$ cat config.mk
export PLATFORM = sky130hd
export DESIGN_NAME = screen_frame_writer
export DESIGN_NICKNAME = d
export VERILOG_FILES = /design/src/rtl/screen_frame_writer.sv
export SDC_FILE = /design/constraint.sdc
export NUM_CORES = 1
export LEC_CHECK = 0
export CAP_MARGIN = 5
export CORE_MARGIN = 5
export CORE_UTILIZATION = 50
export CTS_BUF_LIST = sky130_fd_sc_hd__clkbuf_4 sky130_fd_sc_hd__clkbuf_8
export DETAILED_ROUTE_END_ITERATION = 8
export PLACE_DENSITY = 0.82
export SYNTH_ARGS = -nofsm -noshare
export SYNTH_HDL_FRONTEND = slang
export SYNTH_SLANG_ARGS = --single-unit
$ cat constraint.sdc
create_clock -name clk -period 9.2 [get_ports clk]
set_input_delay 1.84 -clock clk [delete_from_list [all_inputs] [get_ports clk]]
set_output_delay 1.84 -clock clk [all_outputs]
set_load 0.01 [all_outputs]
$ cat src/rtl/screen_frame_writer.sv
// screen_frame_writer: double-buffered 16x8 LED frame producer.
// Clients edit a back buffer; a commit copies it to the front on frame_tick.
module screen_frame_writer #(
    parameter int ROWS = 8,
    parameter int COLS = 16,
    parameter int RW   = (ROWS > 1) ? $clog2(ROWS) : 1,
    parameter int DW   = ROWS * COLS
) (
    input  logic          clk,
    input  logic          rst,
    input  logic          wr_valid,
    output logic          wr_ready,
    input  logic [RW-1:0] wr_row,
    input  logic [COLS-1:0] wr_data,
    input  logic [COLS-1:0] wr_mask,
    input  logic          clear,
    input  logic          commit,
    input  logic          frame_tick,
    output logic          commit_pend,
    output logic          swap_done,
    output logic [DW-1:0] data
);

    typedef enum logic {
        S_IDLE = 1'b0,
        S_PEND = 1'b1
    } state_t;

    state_t          r_state;
    logic            r_rdy_en;
    logic            r_commit_pend;
    logic            r_swap_done;
    logic [DW-1:0]   r_front;
    logic [COLS-1:0] r_back [ROWS];

    logic            w_acc;
    logic            w_clr;
    logic [COLS-1:0] w_back_nxt [ROWS];
    logic [DW-1:0]   w_back_flat;

    assign wr_ready    = r_rdy_en & ~r_commit_pend;
    assign commit_pend = r_commit_pend;
    assign swap_done   = r_swap_done;
    assign data        = r_front;

    assign w_acc = wr_valid & wr_ready;
    assign w_clr = clear & ~r_commit_pend;

    // Next back-buffer contents: clear first, then the masked row write on top.
    // Rows outside 0..ROWS-1 match no entry, so such writes are accepted and dropped.
    always_comb begin
        for (int r = 0; r < ROWS; r++) begin
            w_back_nxt[r] = w_clr ? '0 : r_back[r];
            if (w_acc && (wr_row == RW'(r))) begin
                w_back_nxt[r] = (w_back_nxt[r] & ~wr_mask) |
                                (wr_data & wr_mask);
            end
        end
    end

    // Pack the back rows with row 0 in the top bits, the order the scanner reads.
    always_comb begin
        w_back_flat = '0;
        for (int r = 0; r < ROWS; r++) begin
            w_back_flat[DW-1-COLS*r -: COLS] = r_back[r];
        end
    end

    // Back buffer storage; frozen while a commit is pending since no write or clear acts then.
    always_ff @(posedge clk or posedge rst) begin
        if (rst) begin
            for (int r = 0; r < ROWS; r++) begin
                r_back[r] <= '0;
            end
        end else begin
            for (int r = 0; r < ROWS; r++) begin
                r_back[r] <= w_back_nxt[r];
            end
        end
    end

    // Write port opens on the first clock edge after reset is released.
    always_ff @(posedge clk or posedge rst) begin
        if (rst) begin
            r_rdy_en <= 1'b0;
        end else begin
            r_rdy_en <= 1'b1;
        end
    end

    // Commit FSM: latch a request, then swap back into front on the next frame boundary.
    always_ff @(posedge clk or posedge rst) begin
        if (rst) begin
            r_state       <= S_IDLE;
            r_commit_pend <= 1'b0;
            r_swap_done   <= 1'b0;
            r_front       <= '0;
        end else begin
            r_swap_done <= 1'b0;
            case (r_state)
                S_IDLE: begin
                    if (commit) begin
                        r_state       <= S_PEND;
                        r_commit_pend <= 1'b1;
                    end
                end
                S_PEND: begin
                    if (frame_tick) begin
                        r_front       <= w_back_flat;
                        r_state       <= S_IDLE;
                        r_commit_pend <= 1'b0;
                        r_swap_done   <= 1'b1;
                    end
                end
                default: begin
                    r_state       <= S_IDLE;
                    r_commit_pend <= 1'b0;
                end
            endcase
        end
    end

endmodule

==> metrics.md <==
| Metric | Value |
|---|---|
| Antenna cells | 0 |
| Die area | roughly 25000 µm² |
| Max Cap Viol | 0 |
| Leakage | around 6.1 nW |
| Total number of vias | approximately 7.9k |
| Initial antenna violation count | 1 |
| Register clock-pin slew on the reported worst setup and hold paths | around 0.060 ns |
| Worst setup EP type | flop |
| Cell Rows | 54 |
| Post-Syn Nets | between 800 and 900 |
| Vias/cell | between 6 and 7 |
| Vias in the first global route | 8077 |
| Clk_lat worst skew | around 0.56 ns |
| Placement Cell Area | around 13000 µm² |
| Post-CTS resize count | 0 |
| Boundary Pins | roughly 170 |
| FF+latch count, synth | 260 |
| Most common cell after layout, fill and taps aside | dfrtp_1 |
| Buffers added on ports | approximately 170 |
| Final hold vios | 0 |
| Clk root buf | clkbuf_8 |
| Core Area | roughly 22000 µm² |
| Fmax | around 280 MHz |
| Clock skew | ~0.026 ns |
| WP data required | 9.62 ns |
| Final Setup Violations | 0 |
| R2R Path End | r_back[2] |
| Layout cells sized above 1 | between 20% and 30% |
| Crit path arrival time | just under 4 ns |
| Critical path class | in -> reg |
| ANT nets after route | 0 |
| Largest net degree at the start of global routing | about 130 |
| CP Buf/Inv Count | 2 |
| Reg-to-Reg Start | commit_pend |
| GRT Residual Overflow | 0 |
| First-pass GRT wire length | between 40000 and 50000 µm |
| Mapped Cells | 816 |
| R2R depth | 4 |
| Die Span Y | about 160 µm |
| Startpoint Class | input pin |
| # clock sinks | between 200 and 300 |
| CP cell instances | clkdlybuf4s50_1, nand2b_4, buf_4, o311ai_0, o41ai_1 |
| CTS tree | done |
| Post-synth cell types | 26 |
| Initial detailed-routing violation count | about 660 |
| GR Util All Layers | a little under a quarter |
| CTS Buf Count | 43 |
| Syn_area_per_cell | between 10 and 15 µm² |
| # H-tree levels | 2 |
| Finished Cell Area | approximately 14000 µm² |
| Final TNS setup | 0 ns |
| CP max FO | 88 |
| CP max stage delay | approximately 0.75 ns |
| Hold buffer count at CTS | 0 |
| Wire length per cell | 22.4 µm |
| CP delay by family, top | buffers and inverters |
| Starting Density | between 50% and 60% |
| Total Wirelength | approximately 28000 µm |
| First-pass detailed-route iteration total | 5 |
| Hold path depth | 1 |
| Die Span X | 158 µm |
| Final #Nets | between 900 and 1k |
| Detail Placement HPWL | 17600 µm |
| Commonest cells after routing, fill and taps aside | 260 x dfrtp_1, 171 x clkdlybuf4s50_1, 128 x mux2_2, 78 x o41ai_1, 66 x o311ai_0 |
| Worst min-delay path class | reg -> reg |
| Outcome | finished clean |
| Yosys warning count | 0 |
| Min Clock Period, post-route | 3.54 ns |
| Tot Pwr | between 0.002 and 0.003 W |
| Post-synthesis sequential area ratio | 59.1% |
| Crit-path slowest cell | buf_4 |
| Hold Path Origin | r_back[53] |
| Placer's final routability congestion estimate | around 0.76 |
| Hold endpoint | data[53] |
| Slew headroom | approximately a fifth |
| Fin crit share | approximately two fifths |
| RSZ-0062 raised after global routing | no |
| Setup bufs post-CTS | 0 |
| Area grow syn2layout | 24.2% |
| Flop-to-flop setup slack | about 6.9 ns |
| Slew Viols, Final | 0 |
| Maximum root-to-sink buffer count | 3 |
| VDD IR max | around 0.13 mV |
| Mapped cell area | between 10000 and 15000 µm² |
| Worst-margin pin slew | roughly 1.2 ns |
| PD cells | between 150 and 200 nW/µm² |
| Drc violations | 0 |
kinds of logic (layout without fill, tap and decap cells):
kind of cell | count (synthesis) | in the layout | synth area share, %
and+or+nand+nor | 87 | 87 | 4.03
DFF | 260 | 260 | 59.1
buffers and inverters | 101 | 270 | 4.23
muxes | 146 | 146 | 14.7
other | 1 | 1 | 0.0341
AOI/OAI and AO/OA | 221 | 221 | 17.9
synth_stat cells, drive strengths merged:
cell type	instances	share of area, %
a21oi	1	0.045
a31o	32	2.5
buf	28	1.7
clkbuf	57	2.0
conb	1	0.034
dfrtp	260	59
inv	16	0.55
mux2	128	13
mux2i	18	1.6
nand2	36	1.2
nand2b	18	1.0
nand3	1	0.045
nand3b	1	0.068
nor2	5	0.17
nor2b	1	0.057
nor3	24	1.4
o311a	32	2.9
o311ai	78	6.2
o41ai	78	6.2
or3b	1	0.080
where the power goes:
part / leakage, nW / switching (W) / total [W] / internal, W
combinational: 2.01 / 0.000175 / 0.000272 / 0.0000975
clock: 0.489 / 0.000451 / 0.00106 / 0.000612
sequential: 3.61 / 0.0000208 / 0.00120 / 0.00118
how the worst max path moves through the flow:
stage,startpoint,to,cells past startpoint
after CTS,commit_pend,wr_ready,2
after floorplan,rst,commit_pend,1
after global placement,rst,data[17],3
final,clear,r_back[2],5
after global routing,wr_valid,r_back[101],4
after detailed placement,wr_valid,r_back[69],4
stage by stage:
step	hold WS, ns	std cells	util, %	setup slack, ns
floorplan	0.473	816	-	0.205
global placement	0.482	1189	58.7	5.18
detailed placement	0.488	1189	58.7	5.15
CTS	0.497	1265	62.9	5.70
global route	0.499	1265	62.9	5.50
finish	0.489	1265	62.9	5.66
sequential cells by signal, summed over array words and instances (netlist names):
name,cells
commit_pend,1
r_rdy_en,1
swap_done,1
r_state,1
r_back,128
data,128
final cells by class:
type | count | area (µm²)
inverter | 16 | 67.6
timing repair buffer | 178 | 1760
tap | 280 | 350
sequential | 260 | 6510
clock inverter | 3 | 21.3
clock buffer | 73 | 898
fill | 1646 | 8070
multi-input combinational | 455 | 4070
per-layer routing:
layer | GRT usage, % | share of wire, % | up-vias | wire (µm)
li1 | - | - | 3513 | -
met1 | 30.5 | 41 | 4023 | 11600
met2 | 37.5 | 50 | 319 | 14100
met3 | 4.70 | 7.2 | 54 | 2030
met4 | 6.54 | 2.2 | 2 | 621
met5 | 0 | 0.070 | - | 20
(Power assumes the default switching activity.)
